**config.mk**
```make
export PLATFORM = sky130hd
export DESIGN_NAME = fpu_cmd_sequencer
export DESIGN_NICKNAME = d
export VERILOG_FILES = /design/src/rtl/fpu_pkg.sv /design/src/rtl/fp16_unpack.sv /design/src/rtl/fpu_cmd_sequencer.sv
export SDC_FILE = /design/constraint.sdc
export NUM_CORES = 1
export LEC_CHECK = 0
export CAP_MARGIN = 20
export CORE_MARGIN = 4
export CORE_UTILIZATION = 46
export CTS_CLUSTER_DIAMETER = 100
export DETAILED_ROUTE_END_ITERATION = 8
export GPL_TIMING_DRIVEN = 0
export PLACE_DENSITY = 0.84
export SYNTH_ARGS = -nofsm -noshare
export SYNTH_HDL_FRONTEND = slang
export SYNTH_HIERARCHICAL = 1
export SYNTH_SLANG_ARGS = --single-unit
```
**constraint.sdc**
```tcl
create_clock -name clk -period 5.85 [get_ports clk]
set_input_delay 1.17 -clock clk [delete_from_list [all_inputs] [get_ports clk]]
set_output_delay 1.17 -clock clk [all_outputs]
set_load 0.01 [all_outputs]
```
**src/rtl/fpu_pkg.sv**
```systemverilog
// Shared types for the FPU command path.
// Op codes, word widths, response codes, sequencer states.
package fpu_pkg;

   localparam int FP_W = 16;
   localparam int WK_W = 18;

   typedef enum logic [1:0] {
      OP_ADD = 2'd0,
      OP_SUB = 2'd1,
      OP_MUL = 2'd2,
      OP_DIV = 2'd3
   } op_e;

   typedef enum logic [1:0] {
      ST_OK  = 2'd0,
      ST_ERR = 2'd1,
      ST_TMO = 2'd2
   } rsp_st_e;

   typedef enum logic [3:0] {
      S_IDLE,
      S_KICK_A,
      S_WAIT_A,
      S_KICK_B,
      S_WAIT_B,
      S_KICK_O,
      S_WAIT_O,
      S_KICK_X,
      S_WAIT_R,
      S_RSP
   } state_e;

endpackage

```
**src/rtl/fp16_unpack.sv**
```systemverilog
// FP16 to 18-bit working format.
// {s,e,1'b0,hid,m}; hidden bit set for any nonzero exponent.
module fp16_unpack
   import fpu_pkg::*;
(
   input  logic [FP_W-1:0] fp,
   output logic [WK_W-1:0] wk
);

   logic hid;

   assign hid = |fp[14:10];
   assign wk  = {fp[15], fp[14:10], 1'b0, hid, fp[9:0]};

endmodule

```
**src/rtl/fpu_cmd_sequencer.sv**
```systemverilog
// Command-side initiator for the FPU control FSM.
// Walks the FPU through its load states, returns result/status.
module fpu_cmd_sequencer
   import fpu_pkg::*;
#(
   parameter int TIMEOUT = 64,
   parameter int CNT_W   = 7
)(
   input  logic            clk,
   input  logic            rst,
   input  logic            cmd_valid,
   output logic            cmd_ready,
   input  logic [FP_W-1:0] cmd_a,
   input  logic [FP_W-1:0] cmd_b,
   input  logic [1:0]      cmd_op,
   output logic            fpu_start,
   output logic [WK_W-1:0] fpu_a,
   output logic [WK_W-1:0] fpu_b,
   output logic [WK_W-1:0] fpu_o,
   input  logic            fpu_ena_a,
   input  logic            fpu_ena_b,
   input  logic            fpu_ena_o,
   input  logic            fpu_ready,
   input  logic            fpu_error,
   input  logic [FP_W-1:0] fpu_result,
   output logic            rsp_valid,
   input  logic            rsp_ready,
   output logic [FP_W-1:0] rsp_data,
   output logic [1:0]      rsp_status
);

   state_e            state;
   state_e            state_nx;
   logic [CNT_W-1:0]  cnt;
   logic [WK_W-1:0]   a_wk;
   logic [WK_W-1:0]   b_wk;
   logic              tmo;
   logic              cap;
   logic [1:0]        cap_st;
   logic [FP_W-1:0]   cap_data;

   fp16_unpack u_unp_a (.fp(cmd_a), .wk(a_wk));
   fp16_unpack u_unp_b (.fp(cmd_b), .wk(b_wk));

   // last permitted cycle in the current wait state
   assign tmo = (cnt == CNT_W'(TIMEOUT - 1));

   // state register
   always_ff @(posedge clk or negedge rst) begin
      if (!rst) state <= S_IDLE;
      else      state <= state_nx;
   end

   // next state, strobes and response capture select
   always_comb begin
      state_nx  = state;
      cmd_ready = 1'b0;
      fpu_start = 1'b0;
      rsp_valid = 1'b0;
      cap       = 1'b0;
      cap_st    = ST_OK;
      cap_data  = '0;
      unique case (state)
         S_IDLE: begin
            cmd_ready = rst;
            if (cmd_valid) state_nx = S_KICK_A;
         end
         S_KICK_A: begin
            fpu_start = 1'b1;
            state_nx  = S_WAIT_A;
         end
         S_WAIT_A: begin
            if (fpu_ena_a) state_nx = S_KICK_B;
            else if (tmo) begin
               state_nx = S_RSP;
               cap      = 1'b1;
               cap_st   = ST_TMO;
            end
         end
         S_KICK_B: begin
            fpu_start = 1'b1;
            state_nx  = S_WAIT_B;
         end
         S_WAIT_B: begin
            if (fpu_ena_b) state_nx = S_KICK_O;
            else if (tmo) begin
               state_nx = S_RSP;
               cap      = 1'b1;
               cap_st   = ST_TMO;
            end
         end
         S_KICK_O: begin
            fpu_start = 1'b1;
            state_nx  = S_WAIT_O;
         end
         S_WAIT_O: begin
            if (fpu_ena_o) state_nx = S_KICK_X;
            else if (tmo) begin
               state_nx = S_RSP;
               cap      = 1'b1;
               cap_st   = ST_TMO;
            end
         end
         S_KICK_X: begin
            fpu_start = 1'b1;
            state_nx  = S_WAIT_R;
         end
         S_WAIT_R: begin
            if (fpu_error) begin
               state_nx = S_RSP;
               cap      = 1'b1;
               cap_st   = ST_ERR;
            end else if (fpu_ready) begin
               state_nx = S_RSP;
               cap      = 1'b1;
               cap_st   = ST_OK;
               cap_data = fpu_result;
            end else if (tmo) begin
               state_nx = S_RSP;
               cap      = 1'b1;
               cap_st   = ST_TMO;
            end
         end
         S_RSP: begin
            rsp_valid = 1'b1;
            if (rsp_ready) state_nx = S_IDLE;
         end
         default: state_nx = S_IDLE;
      endcase
   end

   // operand latch at accept, wait counter, response capture
   always_ff @(posedge clk or negedge rst) begin
      if (!rst) begin
         fpu_a      <= '0;
         fpu_b      <= '0;
         fpu_o      <= '0;
         cnt        <= '0;
         rsp_data   <= '0;
         rsp_status <= '0;
      end else begin
         if (state == S_IDLE && cmd_valid) begin
            fpu_a <= a_wk;
            fpu_b <= b_wk;
            fpu_o <= {{(WK_W-2){1'b0}}, cmd_op};
         end
         if (fpu_start) cnt <= '0;
         else           cnt <= cnt + 1'b1;
         if (cap) begin
            rsp_data   <= cap_data;
            rsp_status <= cap_st;
         end
      end
   end

endmodule

```
# == Word level (Yosys, flattened, before mapping) ==
# Cells that the tools add are included.
# op_classes
addsub,1
eq_ne,12
muxes,30
reduce_logical,6
# ops
cell,count
$mux 16,3
$pmux 4 s10,1
$mux 4,8
$eq 4x3->1 const B,4
$mux 2,6
$reduce_or 5->1,2
$mux 1,9
$eq 4x2->1 const B,2
$eq 4x4->1 const B,2
$pmux 2 s4,1
$add 7x1->7 const B,1
$eq 7x6->1 const B,1
$mux 7,1
$eq 4x1->1 const B,1
$logic_not 4->1,1
$ne 2x2->1 const B,2
$pmux 1 s4,1
$reduce_or 4->1,1
$reduce_and 2->1,1
$logic_and 1x1->1,1
# word_totals
register_bits,65
inputBits,59
output_inout_bits,75

# == Depth between registers and ports, before layout ==
# logic_depth
word_depth,5
depth_mapped,8

# == Hierarchy ==
# The synthesis kept the hierarchy.
# by_module_without_submodules
mod,instances,cells_each,area_each_um2,seq_area_each_um2
fpu_cmd_sequencer,1,213,2840.2,1676.6
fp16_unpack,2,22,151.4,0.0

# == Worst setup path before layout ==
# Ideal clock, no wire load.
# synth_timing
path_type,input port to output port
from,input rst
to,output cmd_ready
arrival_time_ns,1.343
required_time_ns,4.680
path_slack_ns,3.337
stages,1
n_path_buf,0
cell_sequence,and3_1
# synth_between
elab_chain_len,1
# synth_rtl
item,line_no,text
start: declaration,fpu_cmd_sequencer.sv:10,"input logic rst,"
$mux 1,fpu_cmd_sequencer.sv:63,unique case (state)
end: declaration,fpu_cmd_sequencer.sv:12,"output logic cmd_ready,"
# No other way between the ends.

# == Final worst setup path ==
# Same ends and word-level chain as after synthesis.

==> results.sh <==
export IMPL_status="finished clean"
export IMPL_placed_area_um2=4240
export IMPL_critPathRequiredTime_ns=4.68
export IMPL_wl_per_cell_um=15.0
export IMPL_post_cts_resized=0
export IMPL_async_flop_share_pct=100
export IMPL_dieArea_um2=8220
export IMPL_io_pins=134
export IMPL_final_util_pct=68.0
export IMPL_die_y_um=90.7
export IMPL_area_growth_syn_to_layout_pct=40.6
export IMPL_crit_buf_inv=2
export IMPL_critPathMaxFanout=68
export IMPL_dieWidth_um=90.7
export IMPL_place_hpwl_mm=5.22
export IMPL_ant_nets=0
export IMPL_clkTransAtPathRegs_ns=0.07
export IMPL_grt_pass1_vias=2268
export IMPL_syn_area_um2=3140
export IMPL_critPathTopFamily="buffers and inverters"
export IMPL_vias=2261
export IMPL_maxSlewHeadroom_pct=44.5
export IMPL_leakage_nw=2.01
export IMPL_irDropWorstVdd_v=0.000290
export IMPL_setup_violations=0
export IMPL_yosysWarnings=6
export IMPL_fin_crit_sh_pct=65.8
export IMPL_finalWirelength_mm=6.87
export IMPL_synth_edf_count=0
export IMPL_synthesis_instances=257
export IMPL_max_stage_delay_ns=0.64
export IMPL_crit_chain="buf_4, and3_1, clkdlybuf4s50_1"
export IMPL_fmax_ghz=0.260
export IMPL_antenna_found_initial=0
export IMPL_syn_area_per_cell_um2=12.2
export IMPL_core_um2=6490
export IMPL_gp_congestion=0.792
export IMPL_numPortBuffers=95
export IMPL_rsz0062_at_grt="false"
export IMPL_critPathSlowestCell="buf_4"
export IMPL_grt_usage_pct=16.6
export IMPL_layout_drive_gt1_share_pct=29.6
export IMPL_cp_end_kind="output port"
export IMPL_hold_viol=0
export IMPL_postCtsHoldBufs=0
export IMPL_rows=29
export IMPL_drt_pre_antenna_iters=4
export IMPL_grt_pass1_wl_mm=11.0
export IMPL_synth_distinct_cells=38
export IMPL_start_util_pct=48.4
export IMPL_ys_seq_elements=67
export IMPL_h_tree_depth=3
export IMPL_max_cap_viol_count=0
export IMPL_cts_root_buffer="clkbuf_8"
export IMPL_seq_area_frac_synth_pct=53.3
export IMPL_cts_tree="built"
export IMPL_grt_start_max_net_pins=69
export IMPL_clock_sinks=67
export IMPL_drtIter0Drc=59
export IMPL_layout_min_cycle_time_ns=3.85
export IMPL_synthFlopType="dfrtp_1"
export IMPL_fin_area_um2=4420
export IMPL_tightest_slew_ns=0.833
export IMPL_drv_slew=0
export IMPL_clk_latency_ns=0.32
export IMPL_cts_buffer_depth=2
export IMPL_cts_setup_buffers=0
export IMPL_clock_skew_ns=0.00770
export IMPL_drc=0
export IMPL_numCtsBuffers=9
export IMPL_crit_type="in2out"
export IMPL_powerDensity_nw_per_um2=489
export IMPL_fin_nets=438
export IMPL_avgViaCountPerCell=4.93
export IMPL_worstSetupStartpointType="input pin"
export IMPL_min_path_type="reg2reg"
export IMPL_overflow=0
export IMPL_reg2reg_slack_ns=3.74
export IMPL_diodes=0
export IMPL_arrival_ns=2.68
[state kept, by name (all words and copies together) (netlist names)]
signal / cells
state: 4
fpu_b: 18
fpu_a: 18
rsp_status: 2
cnt: 7
rsp_data: 16
fpu_o: 2
[logic make-up (layout without fill, tap and decap cells)]
| kind of cell | count (synthesis) | in the layout | synth area share [%] |
|---|---|---|---|
| XOR/XNOR | 3 | 3 | 0.836 |
| AND/OR/NAND/NOR | 41 | 41 | 7.56 |
| buffers and inverters | 65 | 175 | 14.8 |
| other | 3 | 18 | 0.358 |
| multiplexers | 40 | 40 | 14.3 |
| AO/OA/AOI/OAI | 37 | 37 | 8.44 |
| flip-flops | 67 | 67 | 53.3 |
| adder cells (fa/ha/maj) | 1 | 1 | 0.398 |
[placed cells by master (no fill, tap or decap), drive strengths merged]
cell type       n
buf            61
or3             4
o21ai           7
nor4b           2
nor2b           3
xnor2           1
nand2b          1
inv             1
a2bb2oi         1
clkdlybuf4s50  94
or3b            1
clkinv          2
a21o            1
a221o           1
mux2           38
nor3b           2
xor2            2
o2bb2ai         1
a21oi           8
nor2           11
dfrtp          67
nor4            1
nand2           7
bufinv          1
nor3            2
nand3           3
a22o           17
mux2i           2
a31oi           1
and3            1
conb           18
nand3b          2
ha              1
and2            1
clkbuf         16
[routing by layer]
layer,global-route usage [%],routed length (µm),up-vias
li1,-,-,1065
met1,20.5,2830,1089
met3,5.42,587,9
met2,26.7,3350,98
met4,6.51,99,0
met5,0,0,-
[synthesized netlist by cell type (2+ instances only)]
cell type,n,area share (%)
nor2b_1,3,0.60
buf_2,6,0.96
o21ai_0,6,0.96
clkbuf_1,4,0.48
a21oi_1,8,1.3
dfrtp_1,67,53
nand3b_1,2,0.48
xor2_1,2,0.56
nor2_1,11,1.3
a22o_1,17,4.7
nor3b_1,2,0.48
conb_1,3,0.36
nand3_1,2,0.32
nor3_1,2,0.32
mux2i_1,2,0.64
mux2_2,38,14
nand2_1,7,0.84
buf_4,52,12
or3_1,4,0.80
[area by class of cell]
type	count	area (µm²)
Buffer	64	462
Clock buffer	12	135
Clock inverter	3	40.0
Fill cell	511	2080
Inverter	1	3.75
Multi-Input combinational cell	140	1060
Sequential cell	67	1680
Tap cell	77	96.3
Timing Repair Buffer	95	948
[stage by stage]
stage | cells | hold WS, ns | setup WS, ns | setup TNS, ns | total power (W)
detailed placement | 444 | 0.455 | 1.95 | 0 | 0.00183
floorplan | 272 | 0.433 | 3.34 | 0 | 0.00129
global placement | 444 | 0.449 | -0.145 | -0.145 | 0.00179
global route | 459 | 0.496 | 1.86 | 0 | 0.00230
finish | 459 | 0.464 | 2.00 | 0 | 0.00216
CTS | 459 | 0.464 | 1.95 | 0 | 0.00219
[final timing paths]
| kind | from | end | depth (start not counted) |
|---|---|---|---|
| max | rst | cmd_ready | 3 |
| min in group asynchronous | rst | rsp_data[15] | 1 |
| min reg2reg | cnt[0] | cnt[0] | 1 |
| max reg2reg | cnt[0] | rsp_data[5] | 8 |
| max in group asynchronous | rst | fpu_a[8] | 1 |
| min | cnt[0] | cnt[0] | 1 |
[power by group]
part / total, W / switching [W] / internal, W
clock network: 0.000353 / 0.000159 / 0.000194
logic: 0.000997 / 0.000382 / 0.000615
registers: 0.000811 / 0.000129 / 0.000683
total: 0.00216 / 0.000670 / 0.00149
(Power assumes the default switching activity.)
